$ cat src/rtl/one_to_four_distributor_if.sv
// Handshake bundle between one producer, the 1-to-4 distributor and its four consumers.
// master: producer/consumer side (drives din, select, in_valid, out_ready).
// slave:  distributor side (drives in_ready, out_data, out_valid).
interface one_to_four_distributor_if #(
  parameter int WIDTH = 1
);
  logic [WIDTH-1:0]   din;
  logic               E0;
  logic               E1;
  logic               in_valid;
  logic               in_ready;
  logic [4*WIDTH-1:0] out_data;
  logic [3:0]         out_valid;
  logic [3:0]         out_ready;

  modport master (
    output din, E0, E1, in_valid, out_ready,
    input  in_ready, out_data, out_valid
  );

  modport slave (
    input  din, E0, E1, in_valid, out_ready,
    output in_ready, out_data, out_valid
  );
endinterface

$ cat src/rtl/one_to_four_distributor.sv
// Registered 1-to-4 data distributor with a 1-entry holding register per channel.
// Optional feature macro: DISTRIBUTOR_ROUND_ROBIN_EN
//   defined   -> E0/E1 ignored, a 2-bit round-robin pointer picks the target channel
//   undefined -> target channel is {E1,E0}
//
// Handshake: a word moves across an interface in any cycle where valid and ready
// are both high at the rising edge. in_ready depends only on the target channel's
// occupancy and its consumer's out_ready, never on in_valid. Once out_valid[n]
// is high, out_data[n]/out_valid[n] stay put until out_ready[n] is seen.
module one_to_four_distributor #(
  parameter int WIDTH = 1,
  parameter int CNT_W = 8
) (
  input  logic                       clk,
  input  logic                       rst_n,
  one_to_four_distributor_if.slave   bus,
  output logic [CNT_W-1:0]           xfer_cnt
);

  logic [1:0]         w_tgt;
  logic               w_in_ready;
  logic               w_accept;
  logic [3:0]         r_valid;
  logic [4*WIDTH-1:0] r_data;
  logic [CNT_W-1:0]   r_cnt;

`ifdef DISTRIBUTOR_ROUND_ROBIN_EN
  logic [1:0] r_rr_ptr;

  // Round-robin pointer: advances only on an accepted word, holds during stalls.
  always_ff @(posedge clk) begin
    if (!rst_n) begin
      r_rr_ptr <= 2'd0;
    end else if (w_accept) begin
      r_rr_ptr <= r_rr_ptr + 2'd1;
    end
  end

  assign w_tgt = r_rr_ptr;
`else
  assign w_tgt = {bus.E1, bus.E0};
`endif

  // A word can enter when the target slot is empty or is being emptied this cycle.
  // No alternate channel is ever chosen when the target is blocked.
  assign w_in_ready = rst_n & (~r_valid[w_tgt] | bus.out_ready[w_tgt]);
  assign w_accept   = bus.in_valid & w_in_ready;

  // Per-channel holding registers: load on accept (wins over drain), clear on drain.
  always_ff @(posedge clk) begin
    if (!rst_n) begin
      r_valid <= 4'd0;
      r_data  <= '0;
    end else begin
      for (int n = 0; n < 4; n++) begin
        if (w_accept && (w_tgt == 2'(n))) begin
          r_data[n*WIDTH +: WIDTH] <= bus.din;
          r_valid[n]               <= 1'b1;
        end else if (r_valid[n] && bus.out_ready[n]) begin
          r_valid[n]               <= 1'b0;
        end
      end
    end
  end

  // Accepted-word counter, wraps naturally at 2^CNT_W.
  always_ff @(posedge clk) begin
    if (!rst_n) begin
      r_cnt <= '0;
    end else if (w_accept) begin
      r_cnt <= r_cnt + {{(CNT_W-1){1'b0}}, 1'b1};
    end
  end

  assign bus.in_ready  = w_in_ready;
  assign bus.out_valid = r_valid;
  assign bus.out_data  = r_data;
  assign xfer_cnt      = r_cnt;

endmodule

$ cat src/flat_wrapper.sv
// flat-port wrapper written by rule: the top's interface ports become plain ports
module one_to_four_distributor_flat 
#(
  parameter int WIDTH = 1,
  parameter int CNT_W = 8
)
  (clk, rst_n, xfer_cnt, bus_din, bus_E0, bus_E1, bus_in_valid, bus_out_ready, bus_in_ready, bus_out_data, bus_out_valid);
  one_to_four_distributor_if #(.WIDTH(WIDTH)) bus_i ();
  input  logic clk;
  input  logic rst_n;
  output logic [CNT_W-1:0] xfer_cnt;
  input wire logic [$bits(bus_i.din)-1:0] bus_din;
  input wire logic [$bits(bus_i.E0)-1:0] bus_E0;
  input wire logic [$bits(bus_i.E1)-1:0] bus_E1;
  input wire logic [$bits(bus_i.in_valid)-1:0] bus_in_valid;
  input wire logic [$bits(bus_i.out_ready)-1:0] bus_out_ready;
  output wire logic [$bits(bus_i.in_ready)-1:0] bus_in_ready;
  output wire logic [$bits(bus_i.out_data)-1:0] bus_out_data;
  output wire logic [$bits(bus_i.out_valid)-1:0] bus_out_valid;
  assign bus_i.din = bus_din;
  assign bus_i.E0 = bus_E0;
  assign bus_i.E1 = bus_E1;
  assign bus_i.in_valid = bus_in_valid;
  assign bus_i.out_ready = bus_out_ready;
  assign bus_in_ready = bus_i.in_ready;
  assign bus_out_data = bus_i.out_data;
  assign bus_out_valid = bus_i.out_valid;
  one_to_four_distributor #(.WIDTH(WIDTH), .CNT_W(CNT_W)) u_core (.clk(clk), .rst_n(rst_n), .bus(bus_i), .xfer_cnt(xfer_cnt));
endmodule
$ cat config.mk
export PLATFORM = sky130hd
export DESIGN_NAME = one_to_four_distributor_flat
export DESIGN_NICKNAME = d
export VERILOG_FILES = /design/src/rtl/one_to_four_distributor_if.sv /design/src/rtl/one_to_four_distributor.sv /design/src/flat_wrapper.sv
export SDC_FILE = /design/constraint.sdc
export NUM_CORES = 1
export LEC_CHECK = 0
export ABC_CLOCK_PERIOD_IN_PS = 2000
export BUFFER_PORTS_ARGS = -buffer_cell sky130_fd_sc_hd__clkbuf_2
export CORE_MARGIN = 3
export CORE_UTILIZATION = 40
export CTS_CLUSTER_DIAMETER = 40
export DETAILED_ROUTE_END_ITERATION = 6
export PLACE_DENSITY_LB_ADDON = 0.12
export SETUP_SLACK_MARGIN = 0.5
export SLEW_MARGIN = 20
export SYNTH_ARGS = -nofsm -noshare
export SYNTH_HDL_FRONTEND = slang
export SYNTH_SLANG_ARGS = --single-unit
export TNS_END_PERCENT = 20
$ cat constraint.sdc
create_clock -name clk -period 2 [get_ports clk]
set_clock_uncertainty 0.1 [all_clocks]
set_input_delay 0.2 -clock clk [delete_from_list [all_inputs] [get_ports clk]]
set_output_delay 0.2 -clock clk [all_outputs]
set_load 0.02 [all_outputs]
==> impl_metrics.tcl <==
set metrics [dict create \
    synth_nets 98 \
    finalNonFillerCells 139 \
    worstMarginPinSlew_ns 0.334 \
    setup_total_negative_slack_ns 0 \
    ys_seq_area_frac 0.435 \
    cts-buffers-inserted 3 \
    critPathMaxFanout 4 \
    placedInstanceArea_um2 905 \
    final-setup-viol-count 0 \
    antenna_left 0 \
    min_period_ns 1.81 \
    comb_power_share 0.144 \
    totalWireLength_mm 1.58 \
    cts_htree_levels 1 \
    yosysWarnings 0 \
    clk_pin_slew_worst_paths_ns 0.08 \
    clkSinkCount 16 \
    layout_commonest_cell "clkbuf_2" \
    reg2regPathDepth 5 \
    critPathCaptureType "output pin" \
    setup.worst_path.class "flip-flop to output pin" \
    report.final.slew_viol_count 0 \
    antenna_found_initial 0 \
    nFillCells 163 \
    post_synth.cell_area_avg_um2 8.47 \
    share_clk_of_total_power 0.276 \
    grt_pass1_vias 652 \
    report.final.hold_viol_count 0 \
    global_route_wire_length_before_repair_mm 2.92 \
    cts_tree "built" \
    static-leakage-power_nw 0.395 \
    worst-endpoint-arrival_ns 1.51 \
    post-dp-hpwl_mm 1.20 \
    die_w_um 48.9 \
    floorplan.core_area_mm2 0.00161 \
    detail_route.wirelength.met1_um 684 \
    count_of_nets_after_finishing 128 \
    seq_power_share 0.579 \
    final_critical_path_setup_slack_ns 0.188 \
    drive_above_1_share 0.357 \
    dr_total_vias 702 \
    viasPerCell 5.05 \
    die-height_um 48.9 \
    power.density_mw_per_mm2 602 \
    ys_ff_latch 16 \
    switching_share 0.254 \
    gp_congestion 0.764 \
    worstHoldStart "rst_n" \
    grt_setup_unrepaired "yes" \
    start_point_of_the_critical_path "u_core.bus.out_valid[3]" \
    post-place-cells 135 \
    cts_root_buffer "clkbuf_4" \
    irDropWorstVdd_uv 607 \
    area_growth_syn_to_fin_pct 30.7 \
    grt_start_max_net_pins 17 \
    design.portCount 27 \
    fin_crit_sh 0.906 \
    netlist_area_um2 737 \
    rows 14 \
    floorplan.die_area_mm2 0.00239 \
    place.port_buffers 26 \
    detailroute.wirelength.met2_um 787 \
    fin_area_um2 963 \
    postSynthCellCount 87 \
    reg2reg_from "u_core.bus.out_valid[3]" \
    clk_latency_ns 0.27 \
    avgRoutedWirePerCell_um 11.3 \
    p_int_mw 0.433 \
    max_freq_ghz 0.552 \
    remaining_routing_drc_violations 0 \
    worst-endpoint-required_ns 1.70 \
    timing.max_slew.rel_slack 0.777 \
    clock_tree.buffer_depth 2 \
    hold_path_depth 3 \
    worstSetupStartpointType "flip-flop" \
    met3WireLength_um 89 \
    first_pass_iters 4 \
    netSwitchingPower_mw 0.147 \
    run_status "finished clean" \
    globalRouteTotalUtil 0.152 \
    synth.lib_cells_used.distinct 24 \
    maxUsedRoutingLayer "met4" \
    global_route.overflow_total 0 \
    initialDrtViolationCount 2 \
    fin_total_pwr_mw 0.580 \
    max_cap_violations 0 \
    n_antenna_cell 0 \
    effective_utilization_at_floorplan 0.457 \
    most-common-layout-cells "clkbuf_2 (25), dfxtp_1 (12), a21oi_1 (10), nor2_1 (10), or3_1 (7)" \
    holdCritPathClass "input pin to flip-flop" \
    place_ws_ns 0.262 \
]
## registers in the layout (all words and copies together), names as in the netlist
| signal | flops |
|---|---|
| u_core.bus.out_valid | 4 |
| u_core.xfer_cnt | 8 |
| u_core.bus.out_data | 4 |
## synthesized netlist by cell type (all sizes together)
library cell / number / area share
mux4: 1 / 0.031
and4: 2 / 0.024
nand3: 3 / 0.020
buf: 1 / 0.0068
nor3b: 1 / 0.010
nand2b: 1 / 0.0085
inv: 2 / 0.010
nor2: 11 / 0.056
o31ai: 1 / 0.010
o211ai: 1 / 0.010
a21oi: 10 / 0.068
clkbuf: 2 / 0.010
nor2b: 6 / 0.071
nand3b: 1 / 0.010
ha: 1 / 0.017
or3: 7 / 0.059
mux2i: 2 / 0.027
dfxtp: 16 / 0.43
nand4: 2 / 0.017
o21ai: 9 / 0.061
nand2: 6 / 0.031
nor3: 1 / 0.0068
## metal layers
metal  GRT usage  up-vias
li1            -      367
met1       0.191      316
met2       0.247       17
met3      0.0581        2
met4      0.0284        0
met5           0        -
## critical path, stage by stage (launching register included)
cell and delay, ns:
dfxtp_2 0.33, nor2b_4 0.13, mux4_2 0.52, nor2_4 0.14
buf_8 0.12
## cells by family after synthesis
kind of cell,after synthesis,share of synthesized area
compound gates,21,0.149
fa+ha+maj,1,0.0170
buf+inv,5,0.0272
flops,16,0.435
mux,3,0.0577
simple gates,41,0.314
## power groups by stage
stage | registers (mW) | logic, mW | clock network [mW]
floorplan | 0.354 | 0.0371 | 0
global placement | 0.343 | 0.0770 | 0
detailed placement | 0.344 | 0.0775 | 0
CTS | 0.336 | 0.0809 | 0.168
global route | 0.338 | 0.0943 | 0.182
finish | 0.336 | 0.0837 | 0.160
## layout make-up
class | instances | area [um^2] | area share
Timing Repair Buffer | 28 | 159 | 0.165
Multi-Input combinational cell | 66 | 419 | 0.435
Clock buffer | 3 | 22.5 | 0.0234
Tap cell | 24 | 30.0 | 0.0312
Sequential cell | 16 | 325 | 0.338
Inverter | 2 | 7.51 | 0.00779
## final timing paths
kind / to / slack [ns]
hold reg to reg: u_core.bus.out_data[3] / 0.38
hold / removal: u_core.xfer_cnt[1] / 0.09
setup / recovery: bus_in_ready / 0.19
setup reg to reg: u_core.xfer_cnt[3] / 0.24
## repair_timing
| action | CTS | global route |
|---|---|---|
| endpoints found under the setup margin | 9 | 9 |
| pin swaps | 0 | 1 |
| resized for setup | 2 | 6 |
| setup buffers | 1 | 0 |
| hold buffers | 0 | 0 |
## through the flow
step	hold WS (ns)	util
2_1_floorplan	0.236	-
3_3_place_gp	0.364	0.561
3_5_place_dp	0.367	0.561
4_1_cts	0.0874	0.585
5_1_grt	0.115	0.598
6_report	0.0933	0.598
Note: power is estimated with default switching activity, not from simulation.
